[src/rtl/prog_sequencer.sv]
// Program sequencer: arms the PC at a per-program base address, gates core
// execution, counts RUN cycles and stops the program on Halt or on watchdog expiry.
module prog_sequencer #(
    parameter int              L       = 10,
    parameter int              NPROG   = 3,
    parameter int              BASE0   = 50,
    parameter int              BASE1   = 150,
    parameter int              BASE2   = 250,
    parameter int              BASE3   = 0,
    parameter int              CW      = 16,
    parameter logic [CW-1:0]   TIMEOUT = 16'd4000
) (
    input  logic           clk_i,
    input  logic           rst_n_i,
    input  logic           start_i,
    input  logic           halt_i,
    output logic           pc_load_o,
    output logic [L-1:0]   pc_target_o,
    output logic           core_en_o,
    output logic           ack_o,
    output logic [1:0]     prog_idx_o,
    output logic [CW-1:0]  cycle_cnt_o,
    output logic           timeout_o
);

    typedef enum logic [1:0] {
        IDLE  = 2'd0,
        ARMED = 2'd1,
        RUN   = 2'd2,
        DONE  = 2'd3
    } state_e;

    localparam logic [1:0]    LAST_IDX = 2'(NPROG - 1);
    localparam logic [CW-1:0] CNT_ONE  = {{(CW-1){1'b0}}, 1'b1};
    localparam logic [CW-1:0] CNT_MAX  = TIMEOUT - CNT_ONE;

    state_e         state_q;
    logic           pc_load_q;
    logic [L-1:0]   pc_target_q;
    logic           core_en_q;
    logic           ack_q;
    logic [1:0]     prog_idx_q;
    logic [CW-1:0]  cycle_cnt_q;
    logic           timeout_q;
    logic [1:0]     next_idx_d;

    // Indices beyond NPROG fold back onto the table; base values are cut to L bits.
    function automatic logic [L-1:0] base_of(input logic [1:0] idx);
        logic [L-1:0] b;
        case (int'(idx) % NPROG)
            32'sd0:  b = L'(BASE0);
            32'sd1:  b = L'(BASE1);
            32'sd2:  b = L'(BASE2);
            32'sd3:  b = L'(BASE3);
            default: b = L'(BASE0);
        endcase
        return b;
    endfunction

    // Index of the program that the next DONE->ARMED transition will select.
    always_comb begin
        next_idx_d = 2'd0;
        if (prog_idx_q == LAST_IDX) begin
            next_idx_d = 2'd0;
        end else begin
            next_idx_d = prog_idx_q + 2'd1;
        end
    end

    // Sequencer FSM with all outputs registered alongside the state.
    always_ff @(posedge clk_i or negedge rst_n_i) begin
        if (!rst_n_i) begin
            state_q     <= IDLE;
            pc_load_q   <= 1'b0;
            pc_target_q <= '0;
            core_en_q   <= 1'b0;
            ack_q       <= 1'b0;
            prog_idx_q  <= 2'd0;
            cycle_cnt_q <= '0;
            timeout_q   <= 1'b0;
        end else begin
            case (state_q)
                IDLE: begin
                    if (start_i) begin
                        state_q     <= ARMED;
                        pc_load_q   <= 1'b1;
                        pc_target_q <= base_of(prog_idx_q);
                    end
                end
                ARMED: begin
                    if (start_i) begin
                        pc_load_q   <= 1'b1;
                        pc_target_q <= base_of(prog_idx_q);
                    end else begin
                        state_q     <= RUN;
                        pc_load_q   <= 1'b0;
                        core_en_q   <= 1'b1;
                        ack_q       <= 1'b0;
                        cycle_cnt_q <= '0;
                        timeout_q   <= 1'b0;
                    end
                end
                RUN: begin
                    // Halt takes priority over a watchdog expiring in the same cycle.
                    if (halt_i) begin
                        state_q   <= DONE;
                        core_en_q <= 1'b0;
                        ack_q     <= 1'b1;
                    end else if (cycle_cnt_q == CNT_MAX) begin
                        state_q   <= DONE;
                        core_en_q <= 1'b0;
                        ack_q     <= 1'b1;
                        timeout_q <= 1'b1;
                    end else begin
                        cycle_cnt_q <= cycle_cnt_q + CNT_ONE;
                    end
                end
                DONE: begin
                    if (start_i) begin
                        state_q     <= ARMED;
                        prog_idx_q  <= next_idx_d;
                        ack_q       <= 1'b0;
                        pc_load_q   <= 1'b1;
                        pc_target_q <= base_of(next_idx_d);
                    end
                end
                default: begin
                    state_q   <= IDLE;
                    pc_load_q <= 1'b0;
                    core_en_q <= 1'b0;
                    ack_q     <= 1'b0;
                end
            endcase
        end
    end

    assign pc_load_o   = pc_load_q;
    assign pc_target_o = pc_target_q;
    assign core_en_o   = core_en_q;
    assign ack_o       = ack_q;
    assign prog_idx_o  = prog_idx_q;
    assign cycle_cnt_o = cycle_cnt_q;
    assign timeout_o   = timeout_q;

endmodule
[config.mk]
export PLATFORM = sky130hd
export DESIGN_NAME = prog_sequencer
export DESIGN_NICKNAME = d
export VERILOG_FILES = /design/src/rtl/prog_sequencer.sv
export SDC_FILE = /design/constraint.sdc
export NUM_CORES = 1
export LEC_CHECK = 0
export CAP_MARGIN = 20
export CORE_ASPECT_RATIO = 1.25
export CORE_MARGIN = 2
export CORE_UTILIZATION = 46
export CTS_CLUSTER_DIAMETER = 150
export DETAILED_ROUTE_END_ITERATION = 16
export GPL_ROUTABILITY_DRIVEN = 0
export PLACE_DENSITY = 0.87
export SLEW_MARGIN = 10
export SYNTH_ARGS = -nofsm -noshare
export SYNTH_HDL_FRONTEND = slang
export SYNTH_SLANG_ARGS = --single-unit
export TNS_END_PERCENT = 30
[constraint.sdc]
create_clock -name clk_i -period 1.78 [get_ports clk_i]
set_input_delay 0.178 -clock clk_i [delete_from_list [all_inputs] [get_ports clk_i]]
set_output_delay 0.178 -clock clk_i [all_outputs]
set_load 0.02 [all_outputs]
==> impl_results.md <==
- Antenna violations before repair: 0
- Data required time of the critical path: 1.99 ns
- Sequential power share: 29.1%
- Most frequent cell after synthesis: dfrtp_1
- XOR/XNOR Fraction of Synth Area: 0.989%
- DP Worst Slack: -0.145 ns
- Starting DRT DRC Count: 85
- Syn_area_per_cell: 9.58 um2
- LEAKAGE: 0.00106 uW
- Fin area: 2470 um2
- Slew Viols, Final: 0
- Metal-1 WL: 1720 um
- Final setup viols: 0
- Drt drc: 0
- Worst Path Arrival: 1.95 ns
- Worst Path Max Fanout: 8
- Combinational power share: 54.7%
- HPWL after DPL: 2900 um
- Via density: 5.82
- H-tree depth: 2
- Sink Count: 29
- Die extent in y: 73.4 um
- Outcome: completed
- Synth top area share: 41.0%
- Sequential Area: 731 um2
- Clock power frac: 16.2%
- Clock insertion delay at the later pin of the skew report: 0.29 ns
- Die area: 4370 um2
- Leading area contributor after synthesis: dfrtp_1
- Total number of vias: 1676
- Crit path max-delay family: simple AND/OR/NAND/NOR gates
- WP buf/inv: 3
- Power Density: 1300 nW/um2
- First-pass GRT wire length: 6810 um
- Hold crit path type: primary input to asynchronous set/reset pin
- Main combinational cell family by area after synthesis: simple AND/OR/NAND/NOR gates
- Sw frac: 40.0%
- Final setup margin: 0.0456 ns
- Period utilization: 97.4%
- CTS root buf: clkbuf_8
- # diodes: 0
- Max Used Layer: met4
- Min cycle time layout: 1.73 ns
- Largest net degree at the start of global routing: 30
- Total track usage: 20.8%
- Synth Instances: 185
- Fmax: 0.577 GHz
- Hold Vio Cnt, Final: 0
- FFs w/ async S/R, synth: 100%
- Vias in the first global route: 1540
- Die Width: 59.5 um
- Routed met2 length: 2260 um
- Ys flop type: dfrtp_1
- Post-synthesis simple-gate area fraction: 22.5%
- Row count: 25
- CTS clk-pin slew, worst paths: 0.07 ns
- IO Pins: 36
- CP Capture Type: flip-flop
- # nets final: 265
- Synth Area in Adders: 9.89%
- Setup repair after global routing missed its margin: yes
- VDD IR max: 0.935 mV
- Layout Cells excl Fill: 288
- Dpl cells: 276
- Sequential share of the synthesized area: 41.0%
- Placed cell areas: 2320 um2
- Post-synth top cells: dfrtp_1 (29), a21oi_1 (19), o21ai_0 (16)
- PortBufs: 32
- Post-detailed-route count of antenna-violating nets: 0
- Cell mode on critical path: buf_4
- Hold buffer count at CTS: 0
- Slowest CP cell: dfrtp_1
- Filler cells: 290
- Crit path kind: flip-flop to flip-flop
- DR WL met3: 187 um
- Multiplexer share of the synthesized area: 3.60%
- Initial core utilization: 47.2%
- CORE AREA: 3750 um2
- Compound-cell area share of the yosys netlist: 16.2%
- Post-Route WL: 4240 um
- Number of synthesized flops with an enable pin: 0
- Synth area leaders: dfrtp_1 (41%), ha_1 (9.9%), a21oi_1 (5.4%)
- P_sw: 1290 uW
- Max incr delay on CP: 0.39 ns
- 1st-pass router iterations: 4
- CTS Buf Count: 5
- P_int: 1930 uW
- Unique masters post-synth: 42
- CTS tree: built
- Share of cells above drive strength 1: 26.2%
- Layout overhead on the synthesized area: 39.7%
- Multi-input gate area: 1010 um2
- CTS Buffer Depth: 2
- Seq cells post-synth: 29
- Grt total ovfl: 0
- Syn. warnings: 0
- CP cell instances: inv_2 > ha_2 > buf_4 > nor2_1 > nand4b_1 > buf_4 > or3_1 > a21oi_1
- Mapped cell area: 1770 um2
- Number of max-cap violations: 0
- CP Launch Type: flip-flop
- Post-DR wirelength/cell: 14.7 um
- Clk_skew: 0.00817 ns
- Post-layout util: 65.9%
[routing by layer]
metal  vias up  track usage, %
met4         0            9.88
li1        799               -
met1       817            24.0
met5         -               0
met3         7            4.23
met2        53            36.1
[final timing paths]
kind | endpoint | slack, ns | start | cells past startpoint
worst min-delay path | cycle_cnt_o[12] | 0.28 | rst_n_i | 2
max in group asynchronous | cycle_cnt_o[4] | 1.19 | rst_n_i | 2
worst min register to register | pc_target_o[7] | 0.48 | pc_target_o[7] | 2
worst max register to register | cycle_cnt_o[15] | 0.05 | state_q[1] | 8
worst max-delay path | cycle_cnt_o[15] | 0.05 | state_q[1] | 8
min in group clk_i | pc_target_o[7] | 0.48 | pc_target_o[7] | 2
[final cells by class]
cell class                 count  area share [%]
clock inverter                 2           0.404
timing repair buffer          64            23.2
inverter                       8            1.21
multi-input combinational    139            40.7
tap                           40            2.02
clock buffer                   6            2.93
sequential                    29            29.5
[stage by stage]
stage / TNS, ns / hold slack (ns) / total power (uW)
after detailed placement: -0.556 / 0.470 / 2600
after global routing: -0.116 / 0.321 / 3440
after global placement: -0.0144 / 0.460 / 2550
final: 0 / 0.276 / 3210
after CTS: 0 / 0.296 / 3160
after floorplan: -0.0215 / -0.118 / 1920
[repair_timing]
| item | 4_1_cts | 5_1_grt |
|---|---|---|
| setup buffers | 1 | 3 |
| gates resized for setup | 3 | 10 |
| setup endpoints to repair | 11 | 18 |
| pin swaps | 1 | 2 |
[power groups by stage]
| stage | clock network [uW] | registers (uW) | logic [uW] |
|---|---|---|---|
| 2_1_floorplan | 0 | 1090 | 823 |
| 3_3_place_gp | 0 | 941 | 1610 |
| 3_5_place_dp | 0 | 948 | 1650 |
| 4_1_cts | 535 | 936 | 1690 |
| 5_1_grt | 558 | 956 | 1920 |
| 6_report | 522 | 934 | 1760 |
[cells by family (layout without fill, tap and decap cells)]
logic type / count (synthesis) / count (layout)
simple gates: 65 / 65
mux: 6 / 6
fa+ha+maj: 14 / 14
other cells: 1 / 3
xor+xnor: 2 / 2
flops: 29 / 29
compound gates: 49 / 49
buf+inv: 19 / 80
[flip-flops by register name (all words and copies together) (netlist names)]
register	flops
cycle_cnt_o	16
pc_target_o	5
prog_idx_o	2
state_q	2
ack_o	1
core_en_o	1
pc_load_o	1
timeout_o	1
[worst reg2reg max path, cell delays in order, from the launching register on]
cell	delay, ns
dfrtp_1	0.39
inv_2	0.06
ha_2	0.19
buf_4	0.13
nor2_1	0.06
nand4b_1	0.17
buf_4	0.17
or3_1	0.34
a21oi_1	0.16
[cells in the final DEF (no fill, tap or decap), drive strengths merged, types with 2 or more instances in the layout]
master         count
a21oi             20
and3               2
and4               5
buf               32
clkbuf             6
clkdlybuf4s50     32
clkinv             2
conb               3
dfrtp             29
ha                14
inv                8
mux2               3
mux2i              3
nand2             14
nand3              7
nand4              6
nand4b             2
nor2               8
nor3               3
nor3b              3
nor4b              2
o211ai             2
o21ai             18
o31ai              3
or3                7
or4                3
xnor2              2
No activity file was read; power rests on OpenSTA's default activity.
==> RTL edit: new RTL, same settings <==
Encoding of `state_e`: now Gray code (2 bits for 4 states).
--- a/src/rtl/prog_sequencer.sv
+++ b/src/rtl/prog_sequencer.sv
@@ -25,8 +25,8 @@
 
     typedef enum logic [1:0] {
-        IDLE  = 2'd0,
-        ARMED = 2'd1,
-        RUN   = 2'd2,
-        DONE  = 2'd3
+        IDLE  = 2'b00,
+        ARMED = 2'b01,
+        RUN   = 2'b11,
+        DONE  = 2'b10
     } state_e;
 
Check against the original RTL: same outputs for any inputs over 10 cycles, from zero or initial values and one cycle with rst_n_i low; not proved beyond that.
==> RTL edit against the original RTL <==
- the flow now finishes with violations (DRC)
- maximum frequency grew 2.3%
- via count grew 0.66%
- sequential cell count is the same
- power grew 7.7%
- wire length grew 3.8%
- die area shrank 2.0%
- hold slack gained 0.0096 ns
- global-route usage grew 1.8 points
- setup slack gained 0.039 ns
- non-clock buffer count shrank 15
- design area shrank 8.6%
- synthesized area shrank 2.1%
- sequential share of layout area grew 2.6 points
==> RTL edit: results <==
[synthesis]
synth-compound-area-share = 0.159
seq_area_frac_synth = 0.418
synth_xor_area_frac = 0.0152
yosys.area_share.adder = 0.0505
synth_area_leaders = dfrtp_1, nand2_1, ha_1, mux2i_1, nand3_1
synth.distinct_cells = 44
synth_common_cells = dfrtp_1, nand2_1, nand3_1, o21ai_0, a21oi_1
muxShareOfSynthArea = 0.0404

[route]
drt-initial-drc-count = 110
drcViolationCount = 2
wl_met1_mm = 1.81
wire_per_inst_um = 15.9
viasPerCell = 6.09
drt_pass1_iterations = 10
wl_met3_um = 254

[global_routing]
use_met3 = 0.0550
grt_usage = 0.225
grt_pass1_vias = 1543
use_met2 = 0.379
met1_usage = 0.271

[sta]
finClkSkew_ns = 0.00729

[finish]
buf_share = 0.198
buffers_excl_clock = 49
nNetsFinal = 248
seq_share = 0.322
clk_share = 0.0365
multi_input_area_share = 0.409

[setup_path]
cp_slowest_cell = or3_4
slowest_delay_ns = 0.42
critPathArrivalTime_ns = 1.92
crit_fanout = 4

[power_and_ir_drop]
p_switching_w = 0.00150
clockPowerShare = 0.153
p_per_area_mw_per_mm2 = 1530
power_leakage_nw = 1.01
vdd_ir_drop_max_v = 0.000976

[run_status]
status = complete, but fails checks
violations = DRC

[placement]
placed_area_mm2 = 0.00217
[RTL edit: stage by stage]
| stage | utilization | instances |
|---|---|---|
| after floorplan | - | 193 |
| after global placement | 0.613 | 269 |
| after detailed placement | 0.613 | 269 |
| after CTS | 0.637 | 277 |
| after global routing | 0.638 | 277 |
| final | 0.638 | 277 |
[RTL edit: path summary, 6_finish.rpt]
kind	slack (ns)	cells past startpoint	start	to
max	0.09	5	cycle_cnt_o[0]	cycle_cnt_o[14]
min	0.29	2	rst_n_i	cycle_cnt_o[6]
max reg2reg	0.09	5	cycle_cnt_o[0]	cycle_cnt_o[14]
min reg2reg	0.52	2	core_en_o	core_en_o
max in group asynchronous	1.19	2	rst_n_i	cycle_cnt_o[0]
min in group clk_i	0.52	2	core_en_o	core_en_o
[RTL edit: what timing repair did]
action | CTS | global route
setup buffers | 0 | 0
gates resized for setup | 0 | 1
endpoints found under the setup margin | 0 | 1
